[src/rtl/serial_frame_deserializer.sv]
// Hunts a serial bit stream for SYNC_PAT, then deserializes WIDTH-bit payloads MSB-first, re-checking sync on every frame.
// Latency: dout_valid rises one cycle after the edge that samples the last payload bit.
// Backpressure: one-entry output buffer; a word that completes while the buffer is held is dropped and sets sticky overflow.
module serial_frame_deserializer #(
    parameter int                WIDTH    = 8,
    parameter int                SYNC_W   = 8,
    parameter logic [SYNC_W-1:0] SYNC_PAT = 8'hA5
) (
    input  logic             clk,
    input  logic             rst_n,
    input  logic             din,
    input  logic             din_en,
    output logic [WIDTH-1:0] dout,
    output logic             dout_valid,
    input  logic             dout_ready,
    output logic             locked,
    output logic             sync_err,
    output logic             overflow,
    input  logic             ovf_clr
);
    localparam int MAXW = (WIDTH > SYNC_W) ? WIDTH : SYNC_W;
    localparam int CW   = $clog2(MAXW + 1);
    localparam logic [CW-1:0] DATA_LAST = CW'(WIDTH - 1);
    localparam logic [CW-1:0] CHK_LAST  = CW'(SYNC_W - 1);

    typedef enum logic [1:0] {HUNT, DATA, CHECK} state_t;

    state_t            state, state_nx;
    logic [SYNC_W-1:0] sh, sh_nx, sh_shift;
    logic [WIDTH-1:0]  word, word_nx, word_shift;
    logic [CW-1:0]     cnt, cnt_nx;
    logic              word_done;
    logic              sync_miss;

    assign sh_shift   = {sh[SYNC_W-2:0], din};
    assign word_shift = {word[WIDTH-2:0], din};
    assign locked     = (state != HUNT);

    always_comb begin
        state_nx  = state;
        sh_nx     = sh;
        word_nx   = word;
        cnt_nx    = cnt;
        word_done = 1'b0;
        sync_miss = 1'b0;
        if (din_en) begin
            case (state)
                HUNT: begin
                    sh_nx = sh_shift;
                    if (sh_shift == SYNC_PAT) begin
                        state_nx = DATA;
                        cnt_nx   = '0;
                    end
                end
                DATA: begin
                    word_nx = word_shift;
                    cnt_nx  = cnt + 1'b1;
                    if (cnt == DATA_LAST) begin
                        word_done = 1'b1;
                        state_nx  = CHECK;
                        cnt_nx    = '0;
                        sh_nx     = '0;
                    end
                end
                CHECK: begin
                    sh_nx  = sh_shift;
                    cnt_nx = cnt + 1'b1;
                    if (cnt == CHK_LAST) begin
                        cnt_nx = '0;
                        if (sh_shift == SYNC_PAT) begin
                            state_nx = DATA;
                        end else begin
                            // shifter keeps the mismatched bits so hunting can overlap them
                            state_nx  = HUNT;
                            sync_miss = 1'b1;
                        end
                    end
                end
                default: state_nx = HUNT;
            endcase
        end
    end

    always_ff @(posedge clk or negedge rst_n) begin
        if (!rst_n) begin
            state <= HUNT;
            sh    <= '0;
            word  <= '0;
            cnt   <= '0;
        end else begin
            state <= state_nx;
            sh    <= sh_nx;
            word  <= word_nx;
            cnt   <= cnt_nx;
        end
    end

    always_ff @(posedge clk or negedge rst_n) begin
        if (!rst_n) begin
            dout       <= '0;
            dout_valid <= 1'b0;
            sync_err   <= 1'b0;
            overflow   <= 1'b0;
        end else begin
            sync_err <= sync_miss;
            if (word_done && (!dout_valid || dout_ready)) begin
                dout       <= word_shift;
                dout_valid <= 1'b1;
            end else if (dout_valid && dout_ready) begin
                dout_valid <= 1'b0;
            end
            // a drop in the same cycle as a clear leaves overflow set
            if (word_done && dout_valid && !dout_ready) begin
                overflow <= 1'b1;
            end else if (ovf_clr) begin
                overflow <= 1'b0;
            end
        end
    end
endmodule

[config.mk]
export PLATFORM = sky130hd
export DESIGN_NAME = serial_frame_deserializer
export DESIGN_NICKNAME = d
export VERILOG_FILES = /design/src/rtl/serial_frame_deserializer.sv
export SDC_FILE = /design/constraint.sdc
export NUM_CORES = 1
export LEC_CHECK = 0
export CAP_MARGIN = 20
export CORE_MARGIN = 1
export CORE_UTILIZATION = 45
export DETAILED_ROUTE_END_ITERATION = 6
export HOLD_SLACK_MARGIN = 0.15
export PLACE_DENSITY_LB_ADDON = 0.3
export SLEW_MARGIN = 10
export SYNTH_ARGS = -nofsm -noshare
export SYNTH_HDL_FRONTEND = slang
export SYNTH_SLANG_ARGS = --single-unit
[constraint.sdc]
create_clock -name clk -period 2 [get_ports clk]
set_input_delay 0.2 -clock clk [delete_from_list [all_inputs] [get_ports clk]]
set_output_delay 0.2 -clock clk [all_outputs]
set_load 0.01 [all_outputs]
==> results.toml, run 1 <==
[global_route]
grt-ovfl-total = 0
grt_max_degree = 32
antenna_found_initial = 0
grt_usage = 0.1735
grt_pass1_wl_um = 4250
grt_pass1_vias = 912

[floorplan]
die-area_sq_um = 3373
io_pins = 18
die_height_um = 58.08
core_sq_um = 2877
rows = 19
start_util = 0.4920
die_w_um = 58.08

[setup_path]
arrival_ns = 1.99
slowest_stage = "dfrtp_1"
slowest_delay_ns = 0.40
cp_max_fo = 8
crit_buf_inv = 1
crit_type = "reg2reg"
path_cells = "ha_1 -> and3b_1 -> nand3_1 -> nor2b_1 -> buf_4 -> mux2_1"
cp-end-kind = "register"
critPathTopFamily = "simple AND/OR/NAND/NOR gates"
startpoint_type = "register"
cp.required_ns = 2.21

[cts]
hold_buffers = 0
cts_sinks = 31
cts_tree = "yes"
clockRootBuffer = "clkbuf_4"
clock_latency_ns = 0.32
clockBufferDepth = 2
cts_buffers = 5
clk_pin_slew_ns = 0.10
h-tree-depth = 2

[pwr]
p_sw_frac = 0.3275
leakage_nw = 0.8256
pwr-share-seq = 0.420
power_density_nw_per_um2 = 1237
p_total_mw = 2.174
power_frac_clock = 0.231
p_comb_frac = 0.349
power.internal_mw = 1.462
irDropWorstVdd_mv = 0.7164
switchingPower_mw = 0.7120

[detailed_routing]
dr_total_vias = 950
detail_route.wl_per_cell_um = 12.41
drc = 0
drt-initial-drc-count = 17
dr.pass1.iters = 4
wirelength_um = 2371
ant_nets = 0
routed_via_density = 4.974

[place]
globalplace.congestion = 0.7733
post-dp-hpwl_um = 1698
post-place-ws_ns = 0.2359
port_buffers = 17

[synthesis]
yosysMostFrequentCell = "dfrtp_1"
netlist_top_cells_count = "dfrtp_1 (31), nand2_1 (19), mux2_1 (8), mux2_2 (7)"
synthFlopType = "dfrtp_1"
ys_async_sr_fraction = 1.000
synthCells = 121
synthTopCellsByArea = "dfrtp_1 (55%), mux2_1 (6.4%), mux2_2 (5.6%)"
synth_edf_count = 0
synth_top_area_frac = 0.5482
ys_ff_latch = 31
ys_types = 34
syn_nets = 133
synth_area_sq_um = 1415
ys_warn_count = 0
synth.avg_cell_area_sq_um = 11.70
synth_top_area_cell = "dfrtp_1"
ys_seq_area_frac = 0.5482

[run]
cap_violations = 0

[final_layout]
fin_util = 0.6111
diodes = 0
drive_above_1_share = 0.1812
layout.nets = 160
fill_cells = 240
syn2layout_area_growth_pct = 24.23

[min_path]
hold_path.class = "in2async"

[timing]
finalSetupViolCount = 0
fin_skew_ns = 0.009217
setup_slack_ns = 0.2264
rsz0062_at_grt = "false"
slew_viol_final = 0
period_share = 0.8868
hold_viol = 0
tightest_slew_ns = 0.3882
fin_crit_ns = 1.774
slew_headroom = 0.7412
max_freq_ghz = 0.5638
finalSetupTns_ns = 0

[status]
status = "completed"
==> cell families after synthesis <==
kind of cell	count (synthesis)	synth area share
multiplexers	17	0.1335
buffers and inverters	9	0.02564
flip-flops	31	0.5482
AO/OA/AOI/OAI	17	0.08400
AND/OR/NAND/NOR	41	0.1556
adder cells (fa/ha/maj)	6	0.05305
==> state kept, by name, summed over array words and instances, names as in the netlist <==
register	flops
dout_valid	1
state	2
cnt	4
overflow	1
word	7
sync_err	1
dout	8
sh	7
==> worst paths after layout <==
| check | start | end | slack [ns] | cells past startpoint |
|---|---|---|---|---|
| worst max-delay path | cnt[0]$_DFFE_PN0P_ | dout[5]$_DFFE_PN0P_ | 0.23 | 6 |
| min in group clk | ovf_clr | overflow$_DFFE_PN0P_ | 0.45 | 2 |
| worst max register to register | cnt[0]$_DFFE_PN0P_ | dout[5]$_DFFE_PN0P_ | 0.23 | 6 |
| worst min-delay path | rst_n | overflow$_DFFE_PN0P_ | 0.26 | 2 |
| worst min register to register | sh[6]$_DFFE_PN0P_ | sh[6]$_DFFE_PN0P_ | 0.48 | 2 |
| max in group asynchronous | rst_n | sh[3]$_DFFE_PN0P_ | 1.46 | 2 |
==> per-stage QoR <==
step	area, sq um	hold slack, ns	std cells
after global routing	1758	0.2938	191
after detailed placement	1654	0.4698	181
final	1758	0.2599	191
after global placement	1654	0.4577	181
after floorplan	1415	-0.09559	121
after CTS	1748	0.2524	190
==> repair_timing <==
item,CTS,global route
gates resized for setup,0,1
buffers inserted,1,1
hold endpoints to repair,0,0
endpoints found under the setup margin,1,1
==> placed cells by master (no fill, tap or decap) <==
| cell type | instances |
|---|---|
| a21oi_1 | 1 |
| a22o_1 | 1 |
| a31o_1 | 1 |
| and2_4 | 1 |
| and2b_1 | 1 |
| and3_1 | 1 |
| and3b_1 | 1 |
| buf_4 | 6 |
| bufinv_16 | 1 |
| clkbuf_4 | 5 |
| clkbuf_8 | 1 |
| clkdlybuf4s50_1 | 16 |
| clkinv_2 | 1 |
| dfrtp_1 | 31 |
| dlymetal6s2s_1 | 1 |
| ha_1 | 6 |
| inv_1 | 6 |
| mux2_1 | 8 |
| mux2_2 | 7 |
| mux2i_1 | 2 |
| nand2_1 | 19 |
| nand2b_1 | 2 |
| nand3_1 | 4 |
| nand3_2 | 1 |
| nand4b_1 | 2 |
| nor2_1 | 2 |
| nor2b_1 | 1 |
| nor3_1 | 1 |
| o211ai_1 | 3 |
| o21a_1 | 1 |
| o21ai_0 | 6 |
| o21ai_1 | 1 |
| o21ai_4 | 1 |
| o22ai_1 | 1 |
| o2bb2ai_1 | 1 |
| or2_1 | 1 |
| or2_2 | 2 |
| or3_1 | 1 |
| or4b_4 | 1 |
==> layer usage <==
| metal | global-route usage | up-vias | wire [um] |
|---|---|---|---|
| li1 | - | 473 | - |
| met1 | 0.2222 | 459 | 1192 |
| met2 | 0.2644 | 14 | 1068 |
| met3 | 0.04241 | 4 | 64 |
| met4 | 0.1088 | 0 | 44 |
| met5 | 0 | - | 0 |
==> area by class of cell <==
cell class	instances	area, sq um	share of cell area
Sequential cell	31	775.7	0.4413
Multi-Input combinational cell	81	603.1	0.3431
Timing Repair Buffer	23	217.7	0.1238
Tap cell	42	52.55	0.02989
Clock buffer	6	51.30	0.02918
Clock inverter	2	35.03	0.01993
Inverter	6	22.52	0.01281
==> power groups by stage <==
stage	sequential (mW)	clock (mW)	combinational, mW
after CTS	0.914	0.520	0.755
after global routing	0.935	0.543	0.861
final	0.913	0.502	0.759
after detailed placement	0.937	0	0.722
after floorplan	0.908	0	0.526
after global placement	0.928	0	0.702
Note: power is estimated with default switching activity, not from simulation.
==> inputs of run 2 (changes only) <==
- CORE_ASPECT_RATIO: not set -> 1.5
==> run 2 against run 1 <==
First-iteration DRC count down 35%. Via count up 0.84%. Flip-flop and latch count unchanged. Power down 2.4%. Critical path depth down 2. Non-clock buffer count down 3. Count of clock-buffer cells in the layout unchanged. Clock skew down 0.0067 ns. Core utilization down 2.3 points. Sequential power up 2%. Clock power down 3%. Critical endpoint is now locked. Largest cell class unchanged. Highest routed layer unchanged.
==> results.toml, run 2 (synthesized netlist as in run 1, its figures left out) <==
[cts]
h-tree-depth = 2
clockBufferDepth = 2
cts_tree = "yes"
cts_buffers = 5
clock_latency_ns = 0.28
cts_sinks = 31
clk_pin_slew_ns = 0.06
clockRootBuffer = "clkbuf_8"

[status]
status = "completed"

[run]
cap_violations = 0

[floorplan]
die-area_sq_um = 3377
rows = 24
start_util = 0.4809
die_height_um = 70.68
io_pins = 18
core_sq_um = 2943
die_w_um = 47.79

[pwr]
power_density_nw_per_um2 = 1225
p_comb_frac = 0.331
leakage_nw = 0.8004
pwr-share-seq = 0.438
irDropWorstVdd_mv = 0.9381
power.internal_mw = 1.410
p_sw_frac = 0.3351
switchingPower_mw = 0.7106
power_frac_clock = 0.230

[global_route]
grt-ovfl-total = 0
grt_pass1_wl_um = 4153
grt_pass1_vias = 996
grt_usage = 0.1739
grt_max_degree = 32
antenna_found_initial = 0

[detailed_routing]
drt-initial-drc-count = 11
dr.pass1.iters = 4
drc = 0
routed_via_density = 5.207
detail_route.wl_per_cell_um = 13.10
dr_total_vias = 958
ant_nets = 0
wirelength_um = 2410

[final_layout]
reg_top3 = "dout (8), sh (7), word (7)"
final_common_cell = "dfrtp_1"
largest_register = "dout"
drive_above_1_share = 0.1655
final_cell_mix = "dfrtp_1 (30), nand2_1 (19), clkdlybuf4s50_1 (17), mux2_1 (8), mux2_2 (7)"
diodes = 0
layout.nets = 157
largest_reg_flops = 8
syn2layout_area_growth_pct = 22.37

[setup_path]
startpoint_type = "register"
path_cells = "inv_1 -> ha_1 -> inv_1 -> clkdlybuf4s50_1"
crit_type = "reg2out"
crit_top_cell = "inv_1"
slowest_stage = "clkdlybuf4s50_1"
slowest_delay_ns = 0.48
arrival_ns = 1.66
cp_max_fo = 6
cp.required_ns = 1.80
cp-end-kind = "output pin"

[timing]
rsz0062_at_grt = "false"
finalSetupTns_ns = 0
finalSetupViolCount = 0
tightest_slew_ns = 0.3861
fin_crit_ns = 1.862
slew_viol_final = 0
hold_viol = 0
period_share = 0.9309
slew_headroom = 0.7426
max_freq_ghz = 0.5371
setup_slack_ns = 0.1383
fin_skew_ns = 0.002507

[min_path]
hold_path.class = "in2async"

[place]
post-place-ws_ns = 0.2485
globalplace.congestion = 0.7960
port_buffers = 17
post-dp-hpwl_um = 1777
==> run 2: cell types whose count changed in the layout (fill, tap and decap cells not counted), sizes merged <==
cell           delta
buf               -3
bufinv            -1
dlymetal6s2s      -1
clkdlybuf4s50     +1
==> run 2: area by class of cell <==
class                   count  area [sq um]
repair buffers             20         192.7
clock inverters             1         5.005
well taps                  39         48.80
multi-input cells          81         603.1
fillers                   275          1211
clock buffers               6         82.58
flip-flops and latches     31         777.0
inverters                   6         22.52
==> run 2: power by group through the flow <==
stage	logic (mW)	clock network, mW	registers, mW
global route	0.802	0.528	0.957
global placement	0.685	0	0.929
detailed placement	0.707	0	0.940
CTS	0.712	0.500	0.931
finish	0.703	0.488	0.930
floorplan	0.526	0	0.908
==> run 2: metal layers <==
layer,vias to the layer above,GRT usage,wire length (um)
li1,465,-,-
met1,469,0.1821,941
met2,18,0.2958,1313
met3,6,0.05612,105
met4,0,0.08025,51
met5,-,0,0
==> run 2: what timing repair did <==
item | in CTS | in global routing
endpoints found under the hold margin | 0 | 0
endpoints found under the setup margin | 0 | 1
buffers inserted | 0 | 0
resized for setup | 0 | 1
hold buffers | 0 | 0
==> run 2: metrics by stage <==
stage | cells | util | hold WS [ns] | total power [mW] | cell area [sq um]
5_1_grt | 184 | 0.5884 | 0.3722 | 2.287 | 1732
3_5_place_dp | 177 | 0.5582 | 0.4737 | 1.646 | 1643
2_1_floorplan | 121 | - | -0.09559 | 1.434 | 1415
4_1_cts | 184 | 0.5880 | 0.3278 | 2.144 | 1730
6_report | 184 | 0.5884 | 0.3123 | 2.121 | 1732
3_3_place_gp | 177 | 0.5582 | 0.4573 | 1.613 | 1643
==> run 2: worst max-delay path, delay by kind of cell (launching register included) <==
kind | cells | cell delay (ns)
adders and majority gates | 1 | 0.30
buffers and inverters | 3 | 0.65
DFF | 1 | 0.44
==> run 2: path summary, 6_finish.rpt <==
| kind | end | cells after the start | slack (ns) | startpoint |
|---|---|---|---|---|
| max in group asynchronous | state[0]$_DFFE_PN0P_ | 2 | 1.38 | rst_n |
| min in group clk | dout[4]$_DFFE_PN0P_ | 1 | 0.48 | dout[4]$_DFFE_PN0P_ |
| worst max-delay path | locked | 4 | 0.14 | state[0]$_DFFE_PN0P_ |
| worst min-delay path | dout[7]$_DFFE_PN0P_ | 2 | 0.31 | rst_n |
| worst max register to register | dout[5]$_DFFE_PN0P_ | 6 | 0.29 | cnt[0]$_DFFE_PN0P_ |
| worst min register to register | dout[4]$_DFFE_PN0P_ | 1 | 0.48 | dout[4]$_DFFE_PN0P_ |
